--- src/rtl/onehot_enc_pkg.sv ---
// onehot_enc_pkg: shared sizes, FSM state type and code-to-mask helper
// for the request encoder.
package onehot_enc_pkg;
    localparam int N_IN   = 12;
    localparam int CODE_W = 4;

    typedef enum logic {IDLE, PRESENT} state_t;

    function automatic logic [N_IN-1:0] code_mask(input logic [CODE_W-1:0] c);
        return N_IN'(1) << c;
    endfunction
endpackage

--- src/rtl/prio_enc.sv ---
// prio_enc: combinational lowest-set-bit finder.
// Returns the index of the lowest set bit and whether any bit is set.
module prio_enc
    import onehot_enc_pkg::*;
(
    input  logic [N_IN-1:0]   vec,
    output logic [CODE_W-1:0] idx,
    output logic              any
);
    always_comb begin
        idx = '0;
        // Scan downward so the lowest set bit is the last writer.
        for (int i = N_IN - 1; i >= 0; i--)
            if (vec[i]) idx = CODE_W'(i);
        any = |vec;
    end
endmodule

--- src/rtl/onehot_req_encoder.sv ---
// onehot_req_encoder: gathers request pulses into a pending register and
// serialises them as binary indices, lowest first, over valid/ready.
module onehot_req_encoder
    import onehot_enc_pkg::*;
(
    input  logic              clk,
    input  logic              rst_n,
    input  logic [N_IN-1:0]   req_i,
    input  logic              clr_i,
    output logic [CODE_W-1:0] code_o,
    output logic              valid_o,
    input  logic              ready_i,
    output logic [N_IN-1:0]   pending_o,
    output logic              ovf_o
);
    state_t            state, state_n;
    logic [N_IN-1:0]   pending, acc_mask, rem;
    logic [CODE_W-1:0] code, code_n, idle_idx, rem_idx;
    logic              acc, ovf, ovf_n, idle_any, rem_any;

    prio_enc u_idle (.vec(pending), .idx(idle_idx), .any(idle_any));
    prio_enc u_rem  (.vec(rem),     .idx(rem_idx),  .any(rem_any));

    always_comb begin
        acc      = (state == PRESENT) && ready_i;
        acc_mask = acc ? code_mask(code) : '0;
        rem      = (pending & ~acc_mask) | req_i;
        // A re-request of the bit being accepted is a fresh request, not overflow.
        ovf_n    = clr_i ? 1'b0 : ovf | (|(req_i & pending & ~acc_mask));
        state_n  = state;
        code_n   = code;
        if (clr_i) begin
            state_n = IDLE;
            code_n  = '0;
        end else if (state == IDLE) begin
            state_n = idle_any ? PRESENT : IDLE;
            code_n  = idle_any ? idle_idx : code;
        end else if (acc) begin
            state_n = rem_any ? PRESENT : IDLE;
            code_n  = rem_any ? rem_idx : code;
        end
    end

    always_ff @(posedge clk or negedge rst_n) begin
        if (!rst_n) begin
            state   <= IDLE;
            pending <= '0;
            code    <= '0;
            ovf     <= 1'b0;
        end else begin
            state   <= state_n;
            pending <= clr_i ? '0 : rem;
            code    <= code_n;
            ovf     <= ovf_n;
        end
    end

    assign code_o    = code;
    assign valid_o   = (state == PRESENT);
    assign pending_o = pending;
    assign ovf_o     = ovf;
endmodule

--- config.mk ---
export PLATFORM = sky130hd
export DESIGN_NAME = onehot_req_encoder
export DESIGN_NICKNAME = d
export VERILOG_FILES = /design/src/rtl/onehot_enc_pkg.sv /design/src/rtl/prio_enc.sv /design/src/rtl/onehot_req_encoder.sv
export SDC_FILE = /design/constraint.sdc
export NUM_CORES = 1
export LEC_CHECK = 0
export CAP_MARGIN = 5
export CORE_AREA = 2 2 65 67
export DETAILED_ROUTE_END_ITERATION = 6
export DIE_AREA = 0 0 67 69
export HOLD_SLACK_MARGIN = 0.06
export PLACE_DENSITY = 0.68
export SYNTH_ARGS = -nofsm -noshare
export SYNTH_HDL_FRONTEND = slang
export SYNTH_HIERARCHICAL = 1
export SYNTH_SLANG_ARGS = --single-unit
--- constraint.sdc ---
create_clock -name clk -period 5.1 [get_ports clk]
set_clock_uncertainty 0.2 [all_clocks]
set_input_delay 1.02 -clock clk [delete_from_list [all_inputs] [get_ports clk]]
set_output_delay 1.02 -clock clk [all_outputs]
set_load 0.01 [all_outputs]
==> load_flow_metrics.sql, run 1 <==
INSERT INTO impl_metrics (metric_group, metric, value, unit) VALUES
('timing', 'timing_worst_slew_pin_value', '0.846', 'ns'),
('clocking', 'post-cts-setup-buffers', '0', ''),
('yosys', 'yosys_warnings', '6', ''),
('route', 'post_drt_via_cell_ratio', '5.25', ''),
('clocking', 'cts_made_buffers', '3', ''),
('timing', 'final_period_minus_worst_setup_slack', '3.64', 'ns'),
('clocking', 'insertion_delay', '0.26', 'ns'),
('route', 'antenna_violating_nets_post_route', '0', ''),
('timing', 'timing_hold_violations_final', '0', ''),
('route', 'post-route-drc-count', '0', ''),
('worst_hold_path', 'holdCritPathClass', 'flop to flop', ''),
('yosys', 'syn-cell-area', '1220', 'um^2'),
('timing', 'final_min_period_over_clock_period', '71.4', '%'),
('finish', 'post_route_cells_drive_above_1_share', '6.86', '%'),
('setup_path', 'timing.critical_path.cells', 'clkdlybuf4s50_1 > nor3b_4 > nand2_1 > a21o_1 > nor4_2 > nand3_1 > a311oi_2 > o31ai_1', ''),
('clocking', 'cts_htree_levels', '1', ''),
('finish', 'multi_input_comb_area', '743', 'um^2'),
('clocking', 'cts-resized-gates', '0', ''),
('finish', 'area_growth_syn_to_layout', '34.7', '%'),
('flow_run', 'drv_cap', '0', ''),
('finish', 'nNetsFinal', '193', ''),
('timing', 'setup_viol', '0', ''),
('floorplanning', 'dieArea', '4620', 'um^2'),
('worst_hold_path', 'hp-start', 'code_o[0]', ''),
('clocking', 'cts.reportedPaths.clkPinSlew', '0.06', 'ns'),
('route', 'post_drt_wl_per_cell', '15.4', 'um'),
('clocking', 'cts.sink_count', '18', ''),
('floorplanning', 'core_region_area', '3910', 'um^2'),
('floorplanning', 'row_count', '23', ''),
('power', 'ir_drop', '0.0778', 'mV'),
('worst_hold_path', 'timing.hold.worst_path_depth', '2', ''),
('setup_path', 'r2r_cell_count', '7', ''),
('clocking', 'clock_tree_from_tritoncts', 'built', ''),
('finish', 'layout_common_cells', 'clkdlybuf4s50_1 (33), nand2_1 (22), dfrtp_1 (18)', ''),
('timing', 'max_clock_freq', '275', 'MHz'),
('setup_path', 'worstReg2RegEnd', 'code_o[3]', ''),
('route', 'number_of_drc_markers_in_iteration_0', '78', ''),
('yosys', 'synth_sequential_area_ratio', '36.9', '%'),
('setup_path', 'ff2ff_setup_slack', '2.02', 'ns'),
('setup_path', 'worstSetupPathType', 'primary input to flop', ''),
('yosys', 'post_synthesis_instance_total', '141', ''),
('setup_path', 'worst_path_largest_cell_delay', '0.56', 'ns'),
('setup_path', 'crit_slowest_cell', 'clkdlybuf4s50_1', ''),
('timing', 'timing.final.max_slew_violations', '0', ''),
('yosys', 'ys_types', '29', ''),
('setup_path', 'cp_max_fo', '8', ''),
('timing', 'timing.setup.tns', '0', 'ns'),
('placement', 'dpl.hpwl', '2.65', 'mm'),
('finish', 'diodes', '0', ''),
('finish', 'register_area', '450', 'um^2'),
('setup_path', 'crit_path_end_kind', 'flop', ''),
('clocking', 'cts-hold-fix-buffers', '0', ''),
('grt', 'grt_overflow_total', '0', ''),
('route', 'dr_total_vias', '1181', ''),
('placement', 'pre_cts_slack', '1.20', 'ns'),
('grt', 'grt_pass1_wl', '5.46', 'mm'),
('timing', 'rsz0062_at_grt', 'no', ''),
('outcome', 'result_of_the_run', 'finished, final reports clean', ''),
('yosys', 'syn_nets', '157', ''),
('floorplanning', 'effective_utilization_at_floorplan', '31.2', '%'),
('power', 'powerDensity', '221', 'nW/um^2'),
('grt', 'global_route.usage.total', '15.8', '%'),
('floorplanning', 'pin_count', '34', ''),
('grt', 'grt_max_degree', '20', ''),
('finish', 'finish.instance_area', '1640', 'um^2'),
('grt', 'grt_antenna_before_repair', '0', ''),
('floorplanning', 'overall_die_height', '69', 'um'),
('timing', 'post-route-worst-setup-slack', '1.46', 'ns'),
('placement', 'place.detailed.instances', '222', ''),
('worst_hold_path', 'holdPathEnd', 'code_o[0]', ''),
('route', 'dr.pass1.iters', '4', '');
==> cell families (layout without fill, tap and decap cells) <==
group,count (synthesis),count (layout),synth area share [%]
flip-flops,18,18,36.9
AO/OA/AOI/OAI,42,42,23.8
buffers and inverters,6,40,2.15
AND/OR/NAND/NOR,71,71,33.8
multiplexers,4,4,3.28
==> worst max path at each step <==
stage                     slack, ns     from   endpoint  cells past startpoint
after floorplan                2.14  ready_i  code_o[0]                      7
after global placement         1.23  ready_i  code_o[1]                      8
after detailed placement       1.20  ready_i  code_o[1]                      8
after CTS                      1.46  ready_i  code_o[1]                      8
after global routing           1.22  ready_i  code_o[1]                      9
final                          1.46  ready_i  code_o[3]                      8
==> cell usage after synthesis (all sizes together) <==
cell	number	share of area (%)
clkbuf	1	0.31
inv	4	1.2
a31oi	6	3.1
o31ai	6	3.7
mux2i	4	3.3
o22ai	1	0.51
a21o	12	7.4
nor2b	17	8.7
nor2	9	2.8
nor4	6	5.1
o21ai	4	1.6
a311oi	1	1.2
nand2	22	6.8
dfrtp	18	37
a211oi	2	1.2
o31a	2	1.4
and4	1	0.72
buf	1	0.62
and3	3	1.5
a21oi	7	2.9
and3b	4	3.2
a41oi	1	0.72
nor3b	2	2.2
nand3	3	1.2
nor3	4	1.6
==> per-layer routing <==
layer / vias up / share of wire [%] / global-route usage, %
li1: 589 / - / -
met1: 543 / 47 / 22.1
met2: 42 / 45 / 23.4
met3: 7 / 5.6 / 2.61
met4: 0 / 2.4 / 7.03
met5: - / 0 / 0
==> per-stage QoR <==
stage,hold WS [ns],utilization [%],power [mW]
floorplan,0.372,-,0.217
global placement,0.358,40.9,0.266
detailed placement,0.366,40.9,0.267
CTS,0.379,42.0,0.367
global route,0.458,42.0,0.384
finish,0.375,42.0,0.364
==> flip-flops by register name, summed over array words and instances, names as in the netlist <==
signal and count:
pending_o 12, code_o 4, ovf_o 1, valid_o 1
==> layout make-up <==
cell class / count / share of cell area [%]
clock buffers: 3 / 2.51
inverters: 4 / 0.914
multi-input cells: 117 / 45.2
flip-flops and latches: 18 / 27.4
well taps: 50 / 3.81
repair buffers: 33 / 20.1
==> worst max-delay path, delay by kind of cell <==
| kind | cells | cell delay [ns] |
|---|---|---|
| and+or+nand+nor | 4 | 1.03 |
| AOI/OAI and AO/OA | 3 | 0.93 |
| buffers and inverters | 1 | 0.56 |
==> power by group <==
part	switching [mW]	total, mW	internal, mW
logic	0.0451	0.0954	0.0503
clock network	0.0464	0.0990	0.0526
registers	0.0171	0.169	0.152
(Power assumes the default switching activity.)
==> run 2: changes to the inputs <==
Clock period 5.1 ns to 3.6 ns, I/O delays scaled along.
==> load_flow_metrics.sql, run 2 (synthesis results as in run 1) <==
INSERT INTO impl_metrics (metric_group, metric, value, unit) VALUES
('grt', 'first_global_vias', '1190', ''),
('finish', 'area_growth_syn_to_layout', '37.6', '%'),
('placement', 'pre_cts_slack', '0.0851', 'ns'),
('placement', 'buffer_ports.inserted', '33', ''),
('clocking', 'cts_made_buffers', '3', ''),
('setup_path', 'worstPathArrival', '3.23', 'ns'),
('grt', 'grt_pass1_wl', '5.68', 'mm'),
('clocking', 'cts.reportedPaths.clkPinSlew', '0.07', 'ns'),
('setup_path', 'critPathRequiredTime', '3.56', 'ns'),
('timing', 'timing_hold_violations_final', '0', ''),
('setup_path', 'cp_max_fo', '8', ''),
('route', 'number_of_drc_markers_in_iteration_0', '72', ''),
('clocking', 'cts.path.max_buffers', '2', ''),
('flow_run', 'drv_cap', '0', ''),
('finish', 'post_route_cells_drive_above_1_share', '8.94', '%'),
('setup_path', 'worstSetupPathType', 'primary input to flop', ''),
('placement', 'dpl.hpwl', '2.68', 'mm'),
('timing', 'post-route-worst-setup-slack', '0.327', 'ns'),
('worst_hold_path', 'holdCritPathClass', 'flop to flop', ''),
('floorplanning', 'pin_count', '34', ''),
('setup_path', 'crit_path_start_kind', 'primary input', ''),
('timing', 'hold-worst-slack', '0.364', 'ns'),
('clocking', 'cts-resized-gates', '0', ''),
('route', 'post_drt_wl_per_cell', '14.9', 'um'),
('grt', 'grt_overflow_total', '0', ''),
('timing', 'max_clock_freq', '306', 'MHz'),
('grt', 'grt_antenna_before_repair', '0', ''),
('floorplanning', 'overall_die_height', '69', 'um'),
('setup_path', 'worstPathBufferInverterCount', '2', ''),
('clocking', 'post-cts-setup-buffers', '0', ''),
('finish', 'nNetsFinal', '196', ''),
('route', 'detail_route.wirelength', '3.42', 'mm'),
('finish', 'multi_input_comb_area', '743', 'um^2'),
('finish', 'final_common_cell', 'clkdlybuf4s50_1', ''),
('timing', 'final_period_minus_worst_setup_slack', '3.27', 'ns'),
('setup_path', 'crit_slowest_cell', 'clkdlybuf4s50_1', ''),
('setup_path', 'crit_path_end_kind', 'flop', ''),
('finish', 'register_area', '450', 'um^2'),
('placement', 'finalWeightedCongestion', '0.875', ''),
('setup_path', 'timing.critical_path.max_delay_family', 'simple AND/OR/NAND/NOR gates', ''),
('timing', 'setup_viol', '0', ''),
('floorplanning', 'row_count', '23', ''),
('route', 'antenna_violating_nets_post_route', '0', ''),
('clocking', 'clock-root-buffer', 'clkbuf_8', ''),
('timing', 'final_min_period_over_clock_period', '90.9', '%'),
('floorplanning', 'effective_utilization_at_floorplan', '31.2', '%'),
('timing', 'timing_worst_slew_pin_value', '0.811', 'ns'),
('clocking', 'cts-hold-fix-buffers', '0', ''),
('route', 'dr.pass1.iters', '4', ''),
('route', 'dr_total_vias', '1186', ''),
('power', 'ir_drop', '0.113', 'mV'),
('finish', 'diodes', '0', ''),
('timing', 'timing.final.max_slew_violations', '0', ''),
('floorplanning', 'die_w', '67', 'um'),
('route', 'post-route-drc-count', '0', ''),
('grt', 'grt_max_degree', '19', ''),
('placement', 'placed_cell_area', '1620', 'um^2'),
('finish', 'finish.instance_area', '1680', 'um^2'),
('outcome', 'result_of_the_run', 'finished, final reports clean', ''),
('timing', 'rsz0062_at_grt', 'no', ''),
('finish', 'num-fill-cells', '419', ''),
('power', 'static-leakage-power', '0.685', 'nW'),
('floorplanning', 'core_region_area', '3910', 'um^2'),
('finish', 'largest_register_ffs', '12', ''),
('timing', 'timing.setup.tns', '0', 'ns'),
('timing', 'timing.slew.headroom', '45.8', '%'),
('clocking', 'cts.sink_count', '18', ''),
('clocking', 'cts_htree_levels', '1', ''),
('setup_path', 'worst_path_largest_cell_delay', '0.58', 'ns'),
('route', 'post_drt_via_cell_ratio', '5.18', ''),
('clocking', 'clock_tree_from_tritoncts', 'built', ''),
('power', 'powerDensity', '326', 'nW/um^2'),
('grt', 'global_route.usage.total', '16.2', '%'),
('finish', 'layout_common_cells', 'clkdlybuf4s50_1 (33), nand2_1 (22), dfrtp_1 (18)', ''),
('setup_path', 'timing.critical_path.cells', 'clkdlybuf4s50_1 > nor3b_4 > nand2_1 > a21o_1 > nor4_2 > nand3_1 > a311oi_2 > buf_4 > nand2_1 > o31ai_1', ''),
('floorplanning', 'dieArea', '4620', 'um^2'),
('setup_path', 'crit_top_cell', 'nand2_1', ''),
('clocking', 'insertion_delay', '0.26', 'ns');
[run 2: cell count changes in the layout (fill, tap and decap cells not counted), sizes merged]
cell    change
clkbuf      +1
buf         +3
[run 2: stage by stage]
step                      utilization [%]  cells  power [mW]
after CTS                            42.9    229       0.548
after global placement               41.5    225       0.380
final                                42.9    229       0.547
after detailed placement             41.5    225       0.380
after floorplan                         -    141       0.307
after global routing                 42.9    229       0.578
[run 2: cell type report]
class	count	share of cell area, %
multi-input cells	117	44.3
flip-flops and latches	18	26.8
repair buffers	36	21.0
well taps	50	3.73
clock buffers	4	3.28
inverters	4	0.894
[run 2: path summary, 6_finish.rpt]
kind / startpoint / endpoint / slack [ns] / cells past startpoint
worst max-delay path: ready_i / code_o[3] / 0.33 / 10
min in group asynchronous: rst_n / valid_o / 0.72 / 1
worst max register to register: code_o[1] / code_o[3] / 0.79 / 9
worst min-delay path: code_o[0] / code_o[0] / 0.36 / 2
worst min register to register: code_o[0] / code_o[0] / 0.36 / 2
max in group asynchronous: rst_n / pending_o[4] / 1.97 / 1
[run 2: metal layers]
| metal | track usage, % | wire, um | vias to the layer above |
|---|---|---|---|
| met1 | 22.6 | 1590 | 539 |
| met4 | 7.03 | 71 | 0 |
| met3 | 3.26 | 214 | 6 |
| met5 | 0 | 0 | - |
| met2 | 23.9 | 1550 | 43 |
| li1 | - | - | 598 |
[run 2: worst register-to-register path, cell delays in order, from the launching register on]
cell	delay [ns]
dfrtp_1	0.43
nor3b_1	0.48
nand2_1	0.13
a21o_1	0.23
nor4_1	0.45
nand3_1	0.18
a311oi_2	0.29
buf_4	0.19
nand2_1	0.06
o31ai_1	0.08
[run 2: report_power, final]
| part | switching, mW | leakage [nW] | internal [mW] | total [mW] |
|---|---|---|---|---|
| Clock | 0.0735 | 0.0288 | 0.0974 | 0.171 |
| Sequential | 0.0221 | 0.228 | 0.215 | 0.237 |
| Combinational | 0.0654 | 0.428 | 0.0734 | 0.139 |
==> run 3: changes to the inputs <==
Settings changed: RECOVER_POWER set to 50.
==> load_flow_metrics.sql, run 3 (synthesis results as in run 1) <==
INSERT INTO impl_metrics (metric_group, metric, value, unit) VALUES
('route', 'post_drt_wl_per_cell', '14.9', 'um'),
('setup_path', 'critPathRequiredTime', '3.56', 'ns'),
('floorplanning', 'core_region_area', '3910', 'um^2'),
('grt', 'grt_pass1_wl', '5.68', 'mm'),
('grt', 'global_route.usage.total', '16.2', '%'),
('floorplanning', 'dieArea', '4620', 'um^2'),
('timing', 'timing.slew.headroom', '45.1', '%'),
('timing', 'setup_viol', '0', ''),
('route', 'post_drt_via_cell_ratio', '5.18', ''),
('flow_run', 'drv_cap', '0', ''),
('grt', 'grt_overflow_total', '0', ''),
('clocking', 'cts_htree_levels', '1', ''),
('power', 'powerDensity', '325', 'nW/um^2'),
('clocking', 'post-cts-setup-buffers', '0', ''),
('clocking', 'insertion_delay', '0.26', 'ns'),
('setup_path', 'worstSetupPathType', 'primary input to flop', ''),
('setup_path', 'cp_max_fo', '8', ''),
('setup_path', 'crit_path_start_kind', 'primary input', ''),
('floorplanning', 'effective_utilization_at_floorplan', '31.2', '%'),
('clocking', 'cts.path.max_buffers', '2', ''),
('clocking', 'cts-hold-fix-buffers', '0', ''),
('finish', 'largest_register_ffs', '12', ''),
('grt', 'grt_antenna_before_repair', '0', ''),
('finish', 'nNetsFinal', '196', ''),
('placement', 'buffer_ports.inserted', '33', ''),
('route', 'met3_wire_len', '213', 'um'),
('finish', 'layout_common_cells', 'clkdlybuf4s50_1 (29), nand2_1 (22), dfrtp_1 (18)', ''),
('placement', 'pre_cts_slack', '0.0851', 'ns'),
('grt', 'first_global_vias', '1190', ''),
('clocking', 'clock-root-buffer', 'clkbuf_8', ''),
('floorplanning', 'pin_count', '34', ''),
('route', 'dr_total_vias', '1186', ''),
('grt', 'grt_max_degree', '19', ''),
('setup_path', 'crit_path_end_kind', 'flop', ''),
('timing', 'final_period_minus_worst_setup_slack', '3.35', 'ns'),
('outcome', 'result_of_the_run', 'finished, final reports clean', ''),
('placement', 'placed_cell_area', '1620', 'um^2'),
('route', 'detailed_route_wire_length_on_metal_1', '1.59', 'mm'),
('timing', 'timing_hold_violations_final', '0', ''),
('floorplanning', 'row_count', '23', ''),
('finish', 'diodes', '0', ''),
('route', 'number_of_drc_markers_in_iteration_0', '72', ''),
('route', 'routed-wl-met2', '1.55', 'mm'),
('floorplanning', 'die_w', '67', 'um'),
('setup_path', 'worstPathArrival', '3.30', 'ns'),
('timing', 'max_clock_freq', '299', 'MHz'),
('route', 'dr.pass1.iters', '4', ''),
('clocking', 'cts.sink_count', '18', ''),
('timing', 'timing.setup.tns', '0', 'ns'),
('timing', 'timing.final.max_slew_violations', '0', ''),
('finish', 'post_route_cells_drive_above_1_share', '8.94', '%'),
('floorplanning', 'overall_die_height', '69', 'um'),
('power', 'ir_drop', '0.113', 'mV'),
('timing', 'timing_worst_slew_pin_value', '0.821', 'ns'),
('clocking', 'clock_tree_from_tritoncts', 'built', ''),
('route', 'top_layer', 'met4', ''),
('timing', 'post-route-worst-setup-slack', '0.254', 'ns'),
('finish', 'final_common_cell', 'clkdlybuf4s50_1', ''),
('clocking', 'cts-resized-gates', '0', ''),
('route', 'antenna_violating_nets_post_route', '0', ''),
('clocking', 'cts.reportedPaths.clkPinSlew', '0.07', 'ns'),
('timing', 'final_min_period_over_clock_period', '93.0', '%'),
('finish', 'area_growth_syn_to_layout', '37.6', '%'),
('finish', 'finish.instance_area', '1680', 'um^2'),
('finish', 'num-fill-cells', '419', ''),
('worst_hold_path', 'holdCritPathClass', 'flop to flop', ''),
('clocking', 'cts_made_buffers', '3', ''),
('placement', 'dpl.hpwl', '2.68', 'mm'),
('placement', 'finalWeightedCongestion', '0.875', ''),
('route', 'detail_route.wirelength', '3.42', 'mm'),
('route', 'post-route-drc-count', '0', ''),
('power', 'static-leakage-power', '0.689', 'nW'),
('timing', 'rsz0062_at_grt', 'no', '');
==> run 3: changes by cell type in the layout (fill, tap and decap cells not counted) <==
cell / change
clkdlybuf4s50_1: -4
dlygate4sd3_1: +4
==> run 3: layer usage <==
layer | global-route usage (%) | up-vias
met2 | 23.9 | 43
met5 | 0 | -
li1 | - | 598
met3 | 3.26 | 6
met1 | 22.6 | 539
met4 | 7.03 | 0
==> run 3: worst max-delay path, cell delays in order <==
cell and delay [ns]:
dlygate4sd3_1 0.65, nor3b_4 0.35, nand2_1 0.14, a21o_1 0.24, nor4_2 0.42, nand3_1 0.17, a311oi_2 0.29, buf_4 0.19
nand2_1 0.06, o31ai_1 0.08
==> run 3: report_power, final <==
part / switching [mW] / total, mW / internal, mW / leakage (nW)
Combinational: 0.0654 / 0.138 / 0.0722 / 0.432
Sequential: 0.0220 / 0.237 / 0.215 / 0.228
Clock: 0.0735 / 0.171 / 0.0974 / 0.0288
==> run 3: stage by stage <==
stage / power (mW) / hold slack, ns / instances / utilization, %
after floorplan: 0.307 / 0.224 / 141 / -
after global placement: 0.380 / 0.350 / 225 / 41.5
after detailed placement: 0.380 / 0.344 / 225 / 41.5
after CTS: 0.548 / 0.360 / 229 / 42.9
after global routing: 0.577 / 0.403 / 229 / 42.9
final: 0.546 / 0.360 / 229 / 42.9
==> run 3: worst paths after layout <==
kind | from | endpoint | slack, ns | cells past startpoint
worst max-delay path | ready_i | code_o[3] | 0.25 | 10
worst min-delay path | code_o[0] | code_o[0] | 0.36 | 2
worst max register to register | code_o[1] | code_o[3] | 0.79 | 9
worst min register to register | code_o[0] | code_o[0] | 0.36 | 2
max in group asynchronous | rst_n | pending_o[4] | 1.89 | 1
min in group asynchronous | rst_n | valid_o | 0.80 | 1
==> run 3: area by class of cell <==
type	count	area, um^2	area share [%]
sequential	18	450	26.8
multi-input combinational	117	743	44.3
inverter	4	15.0	0.894
tap	50	62.6	3.73
timing repair buffer	36	353	21.0
clock buffer	4	55.1	3.28
